<file path="config.mk">
export PLATFORM = sky130hd
export DESIGN_NAME = booth_seq_ctrl
export DESIGN_NICKNAME = d
export VERILOG_FILES = /design/src/rtl/booth_seq_ctrl.sv
export SDC_FILE = /design/constraint.sdc
export NUM_CORES = 1
export LEC_CHECK = 0
export CAP_MARGIN = 0
export CORE_UTILIZATION = 55
export DETAILED_ROUTE_END_ITERATION = 8
export DONT_BUFFER_PORTS = 1
export HOLD_SLACK_MARGIN = 0.05
export PLACE_DENSITY = 0.81
export SLEW_MARGIN = 20
export SYNTH_ARGS = -nofsm -noshare
export SYNTH_HDL_FRONTEND = slang
export SYNTH_SLANG_ARGS = --single-unit
export TNS_END_PERCENT = 20
</file>
<file path="constraint.sdc">
create_clock -name i_clk -period 4 [get_ports i_clk]
set_clock_uncertainty 0.1 [all_clocks]
set_input_delay 0.8 -clock i_clk [delete_from_list [all_inputs] [get_ports i_clk]]
set_output_delay 0.8 -clock i_clk [all_outputs]
set_load 0.01 [all_outputs]
</file>
<file path="src/rtl/booth_seq_ctrl.sv">
// booth_seq_ctrl: two-channel arbiter and 16-step radix-2 Booth multiply sequencer (round-robin with BOOTH_SEQ_RR_EN, else fixed priority)
module booth_seq_ctrl #(
  parameter int NSTEP = 16
) (
  input  logic        i_clk,
  input  logic        i_rst_n,
  input  logic        i_valid0,
  input  logic        i_valid1,
  output logic        o_ready0,
  output logic        o_ready1,
  input  logic [23:0] i_mcand0,
  input  logic [23:0] i_mcand1,
  input  logic [15:0] i_mplier0,
  input  logic [15:0] i_mplier1,
  output logic        o_valid,
  input  logic        i_ready,
  output logic [40:0] o_product,
  output logic        o_ch,
  output logic        o_busy
);
  localparam int CW = $clog2(NSTEP);
  typedef enum logic [1:0] {IDLE, RUN, DONE} state_t;
  state_t state, state_nx;
  logic [24:0] a, m, sum;
  logic [15:0] q;
  logic q0, ch, ptr, grant, accept, last;
  logic [CW-1:0] cnt;
  // Arbitration, Booth add/subtract and next-state selection
  always_comb begin
    grant = (i_valid0 & i_valid1) ? ptr : i_valid1;
    accept = (state == IDLE) & (i_valid0 | i_valid1) & i_rst_n;
    last = cnt == CW'(NSTEP - 1);
    sum = ({q[0], q0} == 2'b10) ? a - m : ({q[0], q0} == 2'b01) ? a + m : a;
    state_nx = state;
    if (state == IDLE) state_nx = accept ? RUN : IDLE;
    else if (state == RUN) state_nx = last ? DONE : RUN;
    else if (state == DONE) state_nx = i_ready ? IDLE : DONE;
  end
  assign o_ready0 = accept & ~grant;
  assign o_ready1 = accept & grant;
  assign o_valid = state == DONE;
  assign o_busy = state != IDLE;
  assign o_product = {a, q};
  assign o_ch = ch;
  // State register
  always_ff @(posedge i_clk or negedge i_rst_n)
    if (!i_rst_n) state <= IDLE;
    else state <= state_nx;
  // Operand capture on acceptance, then one Booth step with arithmetic right shift per clock
  always_ff @(posedge i_clk or negedge i_rst_n)
    if (!i_rst_n) begin
      a <= '0;
      q <= '0;
      q0 <= 1'b0;
      m <= '0;
      cnt <= '0;
      ch <= 1'b0;
    end else if (accept) begin
      a <= '0;
      q <= grant ? i_mplier1 : i_mplier0;
      q0 <= 1'b0;
      m <= grant ? {i_mcand1[23], i_mcand1} : {i_mcand0[23], i_mcand0};
      cnt <= '0;
      ch <= grant;
    end else if (state == RUN) begin
      a <= {sum[24], sum[24:1]};
      q <= {sum[0], q[15:1]};
      q0 <= q[0];
      cnt <= cnt + 1'b1;
    end
`ifdef BOOTH_SEQ_RR_EN
  // Priority pointer flips to the channel that did not just win
  always_ff @(posedge i_clk or negedge i_rst_n)
    if (!i_rst_n) ptr <= 1'b0;
    else if (accept) ptr <= ~grant;
`else
  assign ptr = 1'b0;
`endif
endmodule

</file>
After elaboration in Yosys (flattened, before gate mapping) --
Index checks and enable logic that the tools add are counted.
Word-level totals: word-level logic and storage cells 45, flip-flop bits (word level) 74, input port bits 85, output and inout port bits 46
Operators by class: reductions and logical operators 4, mux-type cells 19, equality and inequality tests 5, add/subtract/negate cells 3, bitwise gates (word level) 7
Operator list (count):
- two-way mux 25 bit | 5
- two-way mux 16 bit | 3
- adder 25 bit | 1
- subtractor 25 bit | 1
- two-way mux 2 bit | 5
- two-way mux 4 bit | 2
- AND 1 bit | 5
- adder 4 x 1 -> 4 bit, second input constant | 1
- == test 2 x 1 -> 1 bit, second input constant | 2
- == test 2 bit, second input constant | 2
- == test 4 bit, second input constant | 1
- two-way mux 1 bit | 4
- nonzero test 2 bit | 2
- nonzero test 3 bit | 1
- zero test 2 bit | 1
- NOT 1 bit | 1
- OR 1 bit | 1

Logic depth before layout (Yosys ltp) --
depth in word-level cells 5, gate-level depth with buffers 12, depth with buffers taken out 12

Worst setup path after synthesis --
No wires, ideal clock.
kind reg-to-reg, start register a[0], end register a[23], setup time 0.087 ns, required time 3.813 ns, arrival 2.761 ns, buffers on the path 0, cell stages (with the launch flop) 13, clock period less this slack 2.948 ns, path slack 1.052 ns, cell sequence dfrtp_1 > inv_1 > ha_1 > inv_1 > fa_1 > a211oi_1 > o21a_1 > o32a_1 > a211oi_1 > a311oi_1 > o21bai_1 > or3_1 > o211ai_1
Between the ends: word-level cells in the longest chain between the ends 5, elaborated cells on any way between the ends 6, classes of those cells add/sub: 2; mux: 4
Ends and longest elaborated chain:
- start, declared | RTL line 24 | logic [24:0] a, m, sum;
- start signal, assigned | RTL line 66 | a <= {sum[24], sum[24:1]};
- adder 25 bit | RTL line 33 | sum = ({q[0], q0} == 2'b10) ? a - m : ({q[0], q0} == 2'b01) ? a + m : a;
- two-way mux 25 bit | RTL line 33
- two-way mux 25 bit (*) | RTL line 33
- two-way mux 25 bit (*) | RTL line 65 | end else if (state == RUN) begin
- two-way mux 25 bit (*) | RTL line 58 | end else if (accept) begin
Every way passes the cells marked *; elsewhere a longest branch is shown, timed or not. The select of a mux whose other input is x is not followed. A chain may end at the register's enable or synchronous reset.

Final worst setup path --
Same ends and word-level chain as after synthesis.

==> metrics.cfg <==
[outcome]
outcome=completed

[logic_synthesis]
ys_async_sr_fraction_pct=100
synth-edff-count=0
synth_top_cell_area_share_pct=29.2
yosys_warnings=0
yosys.area.top_type=dfrtp_1
synth_most_common_cell=nand2_1
synth.area.top_cells=dfrtp_1 29%, ha_1 10%, nand2_1 8.8%
netlist_area_mm2=0.00617
ys_types=73
synth_ff_type=dfrtp_1
synthTopCellsByCount=144 x nand2_1, 85 x nor2_1, 72 x dfrtp_1
ys_ff_latch=72
syn_inst=814
synth-seq-area-share_pct=29.2
synth.net_count=952
avgSynthCellArea_um2=7.58

[run]
drv_cap=0

[routing]
wire_per_inst_um=18.8
dr.pass1.iters=7
vias_per_cell=6.41
vias=5955
route.detailed.drc=0
drt_iter0_drc=553
ant_nets=0
totalWireLength_um=17500

[critical_path]
crit_fanout=5
rr_startpoint=a[0]
reg2reg_depth=12
ff2ff_setup_slack_ps=500
cp_data_arrival_time_ps=3690
cp-start-kind=flip-flop
criticalPathCategory=flip-flop to flip-flop
rr_endpoint=a[23]
cp.required_ps=4200
crit_path_end_kind=flip-flop

[clocking]
clock_latency_ps=380
post_cts_buffers=0
cts_tree=done
clockBufferDepth=2
clock-sinks=72
cts_buffers=9
htreeDepth=3
cts_hold_buf=1
cts.clk_slew.worst_paths_ps=80
root_buffer=clkbuf_8
cts_resized=0

[global_routing]
grt.total_usage_pct=31.8
grt_antenna_before_repair=0
use_met3_pct=6.66
grt_pass1_vias=5856
use_met2_pct=50.4
grtUsageMet1_pct=41.8
grt_busiest_layer=met2
grt-ovfl-total=0
grt_max_degree=73
grt_pass1_wl_um=28900

[floorplan]
die_w_um=108
fp-row-count=38
initial_core_util_pct=56.7
pin_count=131
core_mm2=0.0109
die_area_mm2=0.0116
die_h_um=108

[placed_design]
gp_congestion=0.939
portBuffers=0
place_hpwl_um=12800
dp_cells=913

[final_layout]
diodes=0
syn2layout_area_growth_pct=4.83
final_cells=929
nets=923
final_layout_size_suffix_gt1_share_pct=6.59

[worst_hold_path]
hold_path_class=input pin to asynchronous set/reset pin

[sta]
rsz0062_at_grt=false
worst_slew_pin_slew_ps=894
slew_headroom_pct=40.2
fmax_mhz=286
period_minus_slack_ps=3500
fin_crit_sh_pct=87.4
drv_slew=0
final_hold_viol_count=0
finalSetupTns_ps=0
setup_viol=0

state kept, by name (all words and copies together) (netlist names):
name and cells:
a 24, cnt 4, m 24, o_ch 1
q 16, q0 1, state 2
layer usage:
metal	vias up	part of all wire [%]
met5	-	0
met4	0	2.4
met3	37	8.7
met2	283	46
met1	2819	43
li1	2816	-
stage by stage:
stage | hold WS [ps] | utilization, % | setup slack (ps) | area [um^2]
final | 216 | 59.4 | 502 | 6470
after global routing | 237 | 59.4 | 292 | 6470
after CTS | 217 | 59.4 | 590 | 6470
after detailed placement | 406 | 57.3 | 623 | 6230
after global placement | 407 | 57.3 | 717 | 6230
after floorplan | 390 | - | 1050 | 6170
how the worst max path moves through the flow:
stage,startpoint,to,slack (ps),cells past startpoint
6_report,a[0],a[23],500,12
5_1_grt,a[14],a[19],290,9
4_1_cts,a[0],a[23],590,12
3_5_place_dp,a[0],a[23],620,12
3_3_place_gp,a[0],a[23],720,12
2_1_floorplan,a[0],a[23],1050,12
worst max-delay path, cell delays in order (launching register included):
cell and delay, ps:
dfrtp_1 470, inv_1 90, ha_1 140, inv_1 60, fa_1 430, a211oi_1 420, o21a_1 230, o32a_1 200
a211oi_1 130, a311oi_1 480, o21bai_1 130, or3_1 370, o211ai_1 180
cell families after synthesis:
group                    after synthesis  synth area share, %
AO/OA/AOI/OAI                        245                 27.5
flip-flops                            72                 29.2
adder cells (fa/ha/maj)               53                 11.0
AND/OR/NAND/NOR                      312                 22.1
buffers and inverters                110                 6.94
XOR/XNOR                              16                 2.27
multiplexers                           6                0.973
cells in the final DEF (no fill, tap or decap), drive strengths merged, types with 8 or more instances in the layout:
cell      n
nand2   144
nor2     85
dfrtp    72
inv      55
ha       51
a31oi    44
a21oi    41
o21ai    39
and3     18
nand3    17
a21o     16
buf      15
xnor2    13
clkbuf   13
a211oi   12
o22ai    12
nor3     11
nand2b    9
nor2b     9
a221oi    8
o31ai     8
cell type report:
| cell class | instances | area [um^2] |
|---|---|---|
| clock inverter | 2 | 37.5 |
| inverter | 55 | 206 |
| timing repair buffer | 15 | 133 |
| sequential | 72 | 1800 |
| clock buffer | 13 | 169 |
| fill | 950 | 4420 |
| tap | 140 | 175 |
| multi-input combinational | 632 | 3950 |
Power is not shown: default switching activity piles up to over one toggle a cycle in this logic, so the estimate is an artifact.
